--- config.mk ---
export PLATFORM = sky130hd
export DESIGN_NAME = fetch_unit
export DESIGN_NICKNAME = d
export VERILOG_FILES = /design/src/rtl/fetch_unit_pkg.sv /design/src/rtl/fetch_fifo.sv /design/src/rtl/fetch_unit.sv
export SDC_FILE = /design/constraint.sdc
export NUM_CORES = 1
export LEC_CHECK = 0
export ABC_AREA = 1
export CORE_ASPECT_RATIO = 0.5
export CORE_UTILIZATION = 36
export CTS_CLUSTER_DIAMETER = 50
export DETAILED_ROUTE_END_ITERATION = 8
export PLACE_DENSITY_LB_ADDON = 0.1
export SLEW_MARGIN = 40
export SYNTH_ARGS = -nofsm -noshare
export SYNTH_HDL_FRONTEND = slang
export SYNTH_SLANG_ARGS = --single-unit
export TNS_END_PERCENT = 1
--- constraint.sdc ---
create_clock -name clk -period 9.2 [get_ports clk]
set_input_delay 1.38 -clock clk [delete_from_list [all_inputs] [get_ports clk]]
set_output_delay 1.38 -clock clk [all_outputs]
set_load 0.01 [all_outputs]
--- src/rtl/fetch_unit_pkg.sv ---
// Shared fetch pipeline types and constants: queue entry layout, reset vector
// and the canonical NOP encoding.
package fetch_unit_pkg;

    typedef struct packed {
        logic [31:0] pc;
        logic [31:0] inst;
    } fetch_entry_t;

    localparam logic [31:0] RESET_PC_DEFAULT = 32'h0000_0000;
    localparam logic [31:0] NOP_INST         = 32'h0000_0013;

    function automatic logic [31:0] word_align(input logic [31:0] addr);
        return {addr[31:2], 2'b00};
    endfunction

endpackage

--- src/rtl/fetch_fifo.sv ---
// Small synchronous FIFO with combinational head read and a synchronous flush.
// A push into a full FIFO is accepted only when a pop happens in the same cycle.
module fetch_fifo #(
    parameter int WIDTH = 32,
    parameter int DEPTH = 4
) (
    input  logic                    clk,
    input  logic                    reset,
    input  logic                    flush,
    input  logic                    push,
    input  logic [WIDTH-1:0]        push_data,
    input  logic                    pop,
    output logic [WIDTH-1:0]        head_data,
    output logic [$clog2(DEPTH):0]  count
);

    localparam int AW = $clog2(DEPTH);
    localparam logic [AW:0] FULL_COUNT = (AW + 1)'(DEPTH);

    logic [WIDTH-1:0] mem_q [DEPTH];
    logic [AW-1:0]    wr_ptr_q, wr_ptr_d;
    logic [AW-1:0]    rd_ptr_q, rd_ptr_d;
    logic [AW:0]      count_q, count_d;
    logic             do_push;
    logic             do_pop;

    always_comb begin
        do_pop   = pop && (count_q != '0);
        do_push  = push && ((count_q != FULL_COUNT) || do_pop);
        wr_ptr_d = wr_ptr_q + AW'(do_push);
        rd_ptr_d = rd_ptr_q + AW'(do_pop);
        count_d  = count_q + (AW + 1)'(do_push) - (AW + 1)'(do_pop);
        if (flush) begin
            wr_ptr_d = '0;
            rd_ptr_d = '0;
            count_d  = '0;
        end
    end

    always_ff @(posedge clk) begin
        if (!reset) begin
            wr_ptr_q <= '0;
            rd_ptr_q <= '0;
            count_q  <= '0;
        end else begin
            wr_ptr_q <= wr_ptr_d;
            rd_ptr_q <= rd_ptr_d;
            count_q  <= count_d;
        end
    end

    // Data storage needs no reset; occupancy alone decides what is valid.
    always_ff @(posedge clk) begin
        if (do_push && !flush) begin
            mem_q[wr_ptr_q] <= push_data;
        end
    end

    assign head_data = mem_q[rd_ptr_q];
    assign count     = count_q;

endmodule

--- src/rtl/fetch_unit.sv ---
// Instruction fetch front end: credit-limited request issue, in-order response
// matching against captured PCs, and redirect handling that discards stale fetches.
module fetch_unit
    import fetch_unit_pkg::*;
#(
    parameter logic [31:0] RESET_PC = RESET_PC_DEFAULT,
    parameter int          QDEPTH   = 4
) (
    input  logic        clk,
    input  logic        reset,
    output logic        imem_req,
    output logic [31:0] imem_addr,
    input  logic        imem_ready,
    input  logic        imem_rvalid,
    input  logic [31:0] imem_rdata,
    input  logic        redirect_valid,
    input  logic [31:0] redirect_pc,
    output logic        out_valid,
    input  logic        out_ready,
    output logic [31:0] out_pc,
    output logic [31:0] out_pcplus4,
    output logic [31:0] out_inst
);

    localparam int CW = $clog2(QDEPTH) + 1;
    localparam int SW = CW + 2;
    localparam logic [SW-1:0] QDEPTH_S = SW'(QDEPTH);

    logic [31:0]   fetch_pc_q, fetch_pc_d;
    logic [CW-1:0] drop_q, drop_d;
    logic          started_q, started_d;

    logic [CW-1:0] q_count;
    logic [CW-1:0] aq_count;
    logic [SW-1:0] credit_sum;
    fetch_entry_t  q_head;
    fetch_entry_t  q_push_data;
    logic [31:0]   aq_head;

    logic req_xfer;
    logic rv_drop;
    logic rv_live;
    logic out_fire;
    logic q_empty;
    logic fifo_flush;
    logic aq_push;
    logic q_push;

    // The address FIFO holds exactly the live (non-dropped) outstanding requests,
    // so its occupancy doubles as the in-flight count.
    always_comb begin
        credit_sum  = SW'(q_count) + SW'(aq_count) + SW'(drop_q);
        imem_req    = reset && started_q && !redirect_valid && (credit_sum < QDEPTH_S);
        imem_addr   = fetch_pc_q;
        req_xfer    = imem_req && imem_ready;
        rv_drop     = imem_rvalid && (drop_q != '0);
        rv_live     = imem_rvalid && (drop_q == '0) && (aq_count != '0);
        q_empty     = (q_count == '0);
        out_valid   = !q_empty && !redirect_valid;
        out_fire    = out_valid && out_ready;
        fifo_flush  = redirect_valid || !reset;
        aq_push     = req_xfer && !redirect_valid;
        q_push      = rv_live && !redirect_valid;
        q_push_data.pc   = aq_head;
        q_push_data.inst = imem_rdata;
        out_pc      = q_empty ? 32'h0 : q_head.pc;
        out_pcplus4 = q_empty ? 32'h0 : q_head.pc + 32'd4;
        out_inst    = q_empty ? 32'h0 : q_head.inst;
    end

    // On redirect every live outstanding request turns into a pending drop.
    always_comb begin
        fetch_pc_d = fetch_pc_q;
        drop_d     = drop_q - CW'(rv_drop);
        started_d  = 1'b1;
        if (redirect_valid) begin
            fetch_pc_d = word_align(redirect_pc);
            drop_d     = drop_q - CW'(rv_drop) + aq_count + CW'(req_xfer) - CW'(rv_live);
        end else if (req_xfer) begin
            fetch_pc_d = fetch_pc_q + 32'd4;
        end
    end

    always_ff @(posedge clk) begin
        if (!reset) begin
            fetch_pc_q <= RESET_PC;
            drop_q     <= '0;
            started_q  <= 1'b0;
        end else begin
            fetch_pc_q <= fetch_pc_d;
            drop_q     <= drop_d;
            started_q  <= started_d;
        end
    end

    fetch_fifo #(
        .WIDTH (32),
        .DEPTH (QDEPTH)
    ) u_addr_fifo (
        .clk       (clk),
        .reset     (reset),
        .flush     (fifo_flush),
        .push      (aq_push),
        .push_data (fetch_pc_q),
        .pop       (rv_live),
        .head_data (aq_head),
        .count     (aq_count)
    );

    fetch_fifo #(
        .WIDTH ($bits(fetch_entry_t)),
        .DEPTH (QDEPTH)
    ) u_inst_queue (
        .clk       (clk),
        .reset     (reset),
        .flush     (fifo_flush),
        .push      (q_push),
        .push_data (q_push_data),
        .pop       (out_fire),
        .head_data (q_head),
        .count     (q_count)
    );

endmodule
==> results of run 1 <==
[kinds of logic after synthesis]
| family | count (synthesis) | synth area share |
|---|---|---|
| AO/OA/AOI/OAI | 244 | 0.0669 |
| XOR/XNOR | 29 | 0.0133 |
| adder cells (fa/ha/maj) | 23 | 0.0178 |
| buffers and inverters | 223 | 0.0499 |
| flip-flops | 416 | 0.629 |
| other | 1 | 0.000196 |
| AND/OR/NAND/NOR | 1067 | 0.223 |
[power breakdown]
group	leakage (nW)	internal, mW	switching, mW
logic	4.07	0.0806	0.0931
registers	3.73	2.07	0.0298
clock network	0.665	0.972	0.738
total	8.46	3.12	0.861
[placed cells by master (no fill, tap or decap), types with 3 or more instances in the layout]
master / instances
a21oi_1: 60
buf_4: 21
buf_6: 3
bufinv_16: 3
clkbuf_1: 15
clkbuf_16: 43
clkdlybuf4s50_1: 190
clkinv_1: 3
clkinv_2: 8
conb_1: 6
dfxtp_1: 46
edfxtp_1: 368
fa_1: 7
ha_1: 16
inv_1: 118
inv_2: 5
nand2_1: 523
nand3_1: 132
nand3b_1: 7
nand4_1: 10
nor2_1: 371
nor2_2: 3
nor3_1: 9
nor3_2: 9
o21ai_0: 147
o22ai_1: 30
xnor2_1: 15
xor2_1: 14
[worst max-delay path, delay by kind of cell (launching register included)]
kind | cells | cell delay (ns)
flops | 1 | 0.78
simple gates | 5 | 1.20
buf+inv | 3 | 1.53
fa+ha+maj | 1 | 0.33
compound gates | 3 | 0.47
[final cells by class]
cell class | instances | area share
clock buffer | 60 | 0.0503
clock inverter | 18 | 0.00858
inverter | 124 | 0.0203
multi-input combinational | 1369 | 0.269
sequential | 416 | 0.522
tap | 701 | 0.0381
timing repair buffer | 216 | 0.0919
[layer usage]
layer,part of all wire,wire length [um],up-vias,global-route usage
li1,-,-,7041,-
met1,0.47,24000,6699,0.254
met2,0.47,24400,255,0.324
met3,0.038,1940,74,0.0273
met4,0.022,1130,0,0.0484
met5,0,0,-,0
[flip-flops by register name, summed over array words and instances (netlist names)]
signal and count:
drop_q 3, u_addr_fifo.wr_ptr_q 2, started_q 1, imem_addr 30, u_inst_queue.rd_ptr_q 2, u_inst_queue.mem_q 248, u_addr_fifo.rd_ptr_q 2, u_inst_queue.count 3
u_addr_fifo.mem_q 120, u_inst_queue.wr_ptr_q 2, u_addr_fifo.count 3
[final timing paths]
path	from	to	cells after the start
setup / recovery	u_inst_queue.rd_ptr_q[0]	out_pcplus4[16]	12
hold / removal	u_inst_queue.wr_ptr_q[1]	u_inst_queue.wr_ptr_q[1]	2
setup reg to reg	u_inst_queue.count[1]	u_addr_fifo.count[2]	15
hold reg to reg	u_inst_queue.wr_ptr_q[1]	u_inst_queue.wr_ptr_q[1]	2
[Yosys cell counts (10+ instances only)]
| cell | n | area (sq um) |
|---|---|---|
| nand2_1 | 523 | 1960 |
| nor2_1 | 371 | 1390 |
| edfxtp_1 | 368 | 11100 |
| o21ai_0 | 147 | 736 |
| nand3_1 | 132 | 661 |
| inv_1 | 119 | 447 |
| a21oi_1 | 60 | 300 |
| clkbuf_1 | 51 | 191 |
| dfxtp_1 | 48 | 961 |
| o22ai_1 | 30 | 188 |
| buf_2 | 21 | 105 |
| nor3_1 | 18 | 90.1 |
| ha_1 | 16 | 200 |
| xnor2_1 | 15 | 131 |
| xor2_1 | 14 | 123 |
| buf_1 | 10 | 37.5 |
| buf_4 | 10 | 75.1 |
| nand4_1 | 10 | 62.6 |
[metrics by stage]
stage          total power, mW  instance area, sq um  setup slack (ns)
6_report                  3.98                 23000              2.89
5_1_grt                   4.13                 23000              2.48
4_1_cts                   4.03                 23000              2.83
3_5_place_dp              2.31                 21700              3.45
3_3_place_gp              2.31                 21700              3.44
2_1_floorplan             2.22                 19100              2.32
==> flow_metrics.py, run 1 <==
metrics = {
    "layout": {
        "drive_above_1_share": 0.0495,
        "final-instance-count-excl-fill": 2904,
        "seq_area_sq_mm": 0.0120,
        "fillers": 5037,
        "layout-area-overhead-vs-synth_pct": 20.6,
        "antenna_cells": 0,
        "final_core_util": 0.442,
        "final_nets": 2262,
        "multi_input_area_sq_mm": 0.00620,
    },
    "logic_synthesis": {
        "ys_ff_latch": 416,
        "synthFlopType": "edfxtp_1",
        "synth_area_sq_mm": 0.0191,
        "async_reset_ff_frac": 0,
        "yosys_warnings": 0,
        "synth_edf_count": 368,
        "synthCells": 2003,
        "yosysSeqAreaShare": 0.629,
        "synth.distinct_cells": 32,
        "syn_avg_cell_area_sq_um": 9.54,
    },
    "routing": {
        "route.detailed.drc": 0,
        "via_count": 14100,
        "drtAntennaViolNets": 0,
        "via_per_inst": 4.84,
        "wl_per_cell_um": 17.7,
        "drtPass1Iterations": 4,
        "first_iter_violations": 921,
        "wirelength_um": 51500,
    },
    "worst_setup_path": {
        "worst-path-max-fanout": 58,
        "reg2reg_slack_ns": 4.92,
        "cp.required_ns": 7.82,
        "cp_common_cell": "nand2_1",
        "arrival_ns": 4.93,
        "cp_slowest_stage_delay_ns": 0.82,
        "cp-start-kind": "register",
        "cp-end-kind": "output pin",
        "crit_type": "register to output pin",
        "path_cells": "clkinv_2 -> nand2_1 -> o211ai_1 -> nand2_1 -> ha_1 -> inv_1 -> nor2_1 -> nand2_1 -> nor2_1 -> a21oi_1 -> a21oi_1 -> clkdlybuf4s50_1",
        "slowest_stage": "clkinv_2",
    },
    "floorplan": {
        "initial_core_util": 0.366,
        "core_sq_mm": 0.0522,
        "die_y_um": 165,
        "io_pins": 200,
        "rows": 59,
        "die-area_sq_mm": 0.0541,
        "fp.dieW_um": 328,
    },
    "placed_design": {
        "place.detailed.hpwl_um": 32300,
        "dp.cells": 2825,
        "numPortBuffers": 191,
        "gp_congestion": 0.881,
    },
    "clocking": {
        "cts_post_setup_buffers_inserted": 0,
        "cts_tree": "done",
        "htree_num_levels": 2,
        "path_clk_slew_ns": 0.06,
        "cts_buffers": 42,
        "clk_latency_ns": 0.56,
        "cts-root-buf": "clkbuf_16",
        "clkSinkCount": 416,
        "cts_buffer_depth": 3,
        "cts_resized": 0,
        "ctsHoldBuffers": 0,
    },
    "timing": {
        "finalSetupTns_ns": 0,
        "timing.hold.ws_ns": 0.583,
        "finalHoldViolations": 0,
        "period_share": 0.686,
        "tightest_slew_ns": 0.813,
        "setup_viol": 0,
        "clock.fmax_mhz": 159,
        "finClkSkew_ns": 0.0258,
        "rsz0062_at_grt": "no",
        "max_slew_margin": 0.455,
        "drv_slew": 0,
        "fin_crit_ns": 6.31,
    },
    "power": {
        "vdd_drop_max_uv": 115,
        "power.density_mw_per_mm2": 173,
        "p_leak_nw": 8.46,
    },
    "min_path": {
        "hp-class": "register to register",
    },
    "global_route": {
        "antenna_found_initial": 0,
        "grt_pass1_wl_um": 77700,
        "grt_pass1_vias": 13400,
        "grt_max_degree": 77,
        "grt_remaining_overflow": 0,
        "grt_usage": 0.190,
    },
    "outcome": {
        "outcome": "finished clean",
    },
    "run": {
        "drv_cap": 0,
    },
}
Note: power is estimated with default switching activity, not from simulation.
==> run 2: changes to the inputs <==
- clock period: 9.2 -> 5.7 ns (I/O delays scaled with it)
==> run 2 against run 1 <==
Net effect:
- sequential share of layout area decreased by 0.20 points
- flip-flop and latch count stayed put
- critical endpoint unchanged
- register-to-register slack worse by 3.5 ns
- clock skew fell by 0.0040 ns
- final cell count unchanged
- hold slack got worse by 0.0099 ns
- core utilization grew 0.17 points
- largest power group unchanged
- non-clock buffer count unchanged
- global-route usage rose by 0.27 points
- first-iteration DRC count rose by 5.4%
==> flow_metrics.py, run 2 (synthesis results as in run 1) <==
metrics = {
    "layout": {
        "largest_reg_flops": 248,
        "layout-area-overhead-vs-synth_pct": 21.1,
        "final_cell_mix": "nand2_1, nor2_1, edfxtp_1",
        "largest_register": "u_inst_queue.mem_q",
        "final-instance-count-excl-fill": 2904,
        "antenna_cells": 0,
        "final_common_cell": "nand2_1",
        "drive_above_1_share": 0.0517,
        "final_nets": 2262,
        "final_core_util": 0.443,
    },
    "clocking": {
        "cts_buffer_depth": 3,
        "cts_buffers": 42,
        "htree_num_levels": 2,
        "clk_latency_ns": 0.56,
        "cts_tree": "done",
        "ctsHoldBuffers": 0,
        "clkSinkCount": 416,
        "cts-root-buf": "clkbuf_16",
        "cts_resized": 0,
        "path_clk_slew_ns": 0.06,
        "cts_post_setup_buffers_inserted": 0,
    },
    "routing": {
        "route.detailed.drc": 0,
        "wl_per_cell_um": 17.8,
        "via_per_inst": 4.82,
        "first_iter_violations": 971,
        "wl_met1_um": 23900,
        "wl_met3_um": 1790,
        "met2WireLength_um": 24900,
        "drtAntennaViolNets": 0,
        "via_count": 14000,
        "wirelength_um": 51700,
        "drtPass1Iterations": 5,
        "top_layer": "met4",
    },
    "run": {
        "drv_cap": 0,
    },
    "timing": {
        "tightest_slew_ns": 0.727,
        "worst_slack_ns": 0.516,
        "setup_viol": 0,
        "drv_slew": 0,
        "finClkSkew_ns": 0.0218,
        "period_share": 0.910,
        "finalSetupTns_ns": 0,
        "finalHoldViolations": 0,
        "timing.hold.ws_ns": 0.573,
        "rsz0062_at_grt": "no",
        "max_slew_margin": 0.515,
        "clock.fmax_mhz": 193,
        "fin_crit_ns": 5.18,
    },
    "worst_setup_path": {
        "worst-path-max-fanout": 58,
        "cp-start-kind": "register",
        "cp-end-kind": "output pin",
        "crit_type": "register to output pin",
        "cp.required_ns": 4.85,
        "arrival_ns": 4.33,
    },
    "outcome": {
        "outcome": "finished clean",
    },
    "placed_design": {
        "place.detailed.hpwl_um": 31900,
        "numPortBuffers": 191,
        "dp.cells": 2826,
        "gp_congestion": 0.891,
        "post-place-ws_ns": 1.10,
    },
    "global_route": {
        "grt_pass1_vias": 13500,
        "grt_usage": 0.192,
        "antenna_found_initial": 0,
        "grt_pass1_wl_um": 78900,
        "grt_max_degree": 75,
        "grt_remaining_overflow": 0,
    },
    "power": {
        "p_leak_nw": 8.49,
        "power.density_mw_per_mm2": 282,
        "vdd_drop_max_uv": 204,
    },
    "floorplan": {
        "rows": 59,
        "io_pins": 200,
        "initial_core_util": 0.366,
        "die_y_um": 165,
        "die-area_sq_mm": 0.0541,
        "fp.dieW_um": 328,
        "core_sq_mm": 0.0522,
    },
    "min_path": {
        "hp-class": "register to register",
    },
}
[run 2: changes by cell type in the layout (fill, tap and decap cells not counted), sizes merged]
cell      before  now
clkinvlp       0    2
clkbuf        60   53
bufinv         3    5
clkinv        15   16
inv          124  126
[run 2: through the flow]
stage | power, mW | instance area [sq um]
3_5_place_dp | 3.73 | 21700
3_3_place_gp | 3.73 | 21700
2_1_floorplan | 3.59 | 19100
5_1_grt | 6.77 | 23100
6_report | 6.53 | 23100
4_1_cts | 6.60 | 23100
[run 2: final timing paths]
| kind | cells after the start | slack [ns] | end | startpoint |
|---|---|---|---|---|
| worst min-delay path | 2 | 0.57 | u_inst_queue.wr_ptr_q[1] | u_inst_queue.wr_ptr_q[1] |
| worst max register to register | 15 | 1.46 | u_addr_fifo.count[2] | u_inst_queue.count[1] |
| worst max-delay path | 12 | 0.52 | out_pcplus4[16] | u_inst_queue.rd_ptr_q[0] |
| worst min register to register | 2 | 0.57 | u_inst_queue.wr_ptr_q[1] | u_inst_queue.wr_ptr_q[1] |
[run 2: power breakdown]
part	switching, mW	internal [mW]
sequential	0.0482	3.34
combinational	0.150	0.131
clock	1.22	1.65
[run 2: worst max-delay path: stages (launching register included)]
cell	delay, ns
dfxtp_4	0.54
clkinv_2	0.22
buf_4	0.49
o211ai_1	0.14
nand2_1	0.28
ha_1	0.30
inv_1	0.11
nor2_1	0.18
nand2_1	0.11
nor2_1	0.35
a21oi_1	0.13
a21oi_1	0.30
clkdlybuf4s50_1	0.61
[run 2: area by class of cell]
| class | count | area (sq um) |
|---|---|---|
| fillers | 5044 | 29100 |
| inverters | 124 | 467 |
| clock buffers | 53 | 1120 |
| well taps | 701 | 877 |
| multi-input cells | 1369 | 6200 |
| repair buffers | 216 | 2150 |
| flip-flops and latches | 416 | 12000 |
| clock inverters | 25 | 293 |
[run 2: routing by layer]
layer | GRT usage | vias to the layer above
li1 | - | 7032
met1 | 0.253 | 6642
met2 | 0.335 | 256
met3 | 0.0270 | 68
met4 | 0.0508 | 0
met5 | 0 | -
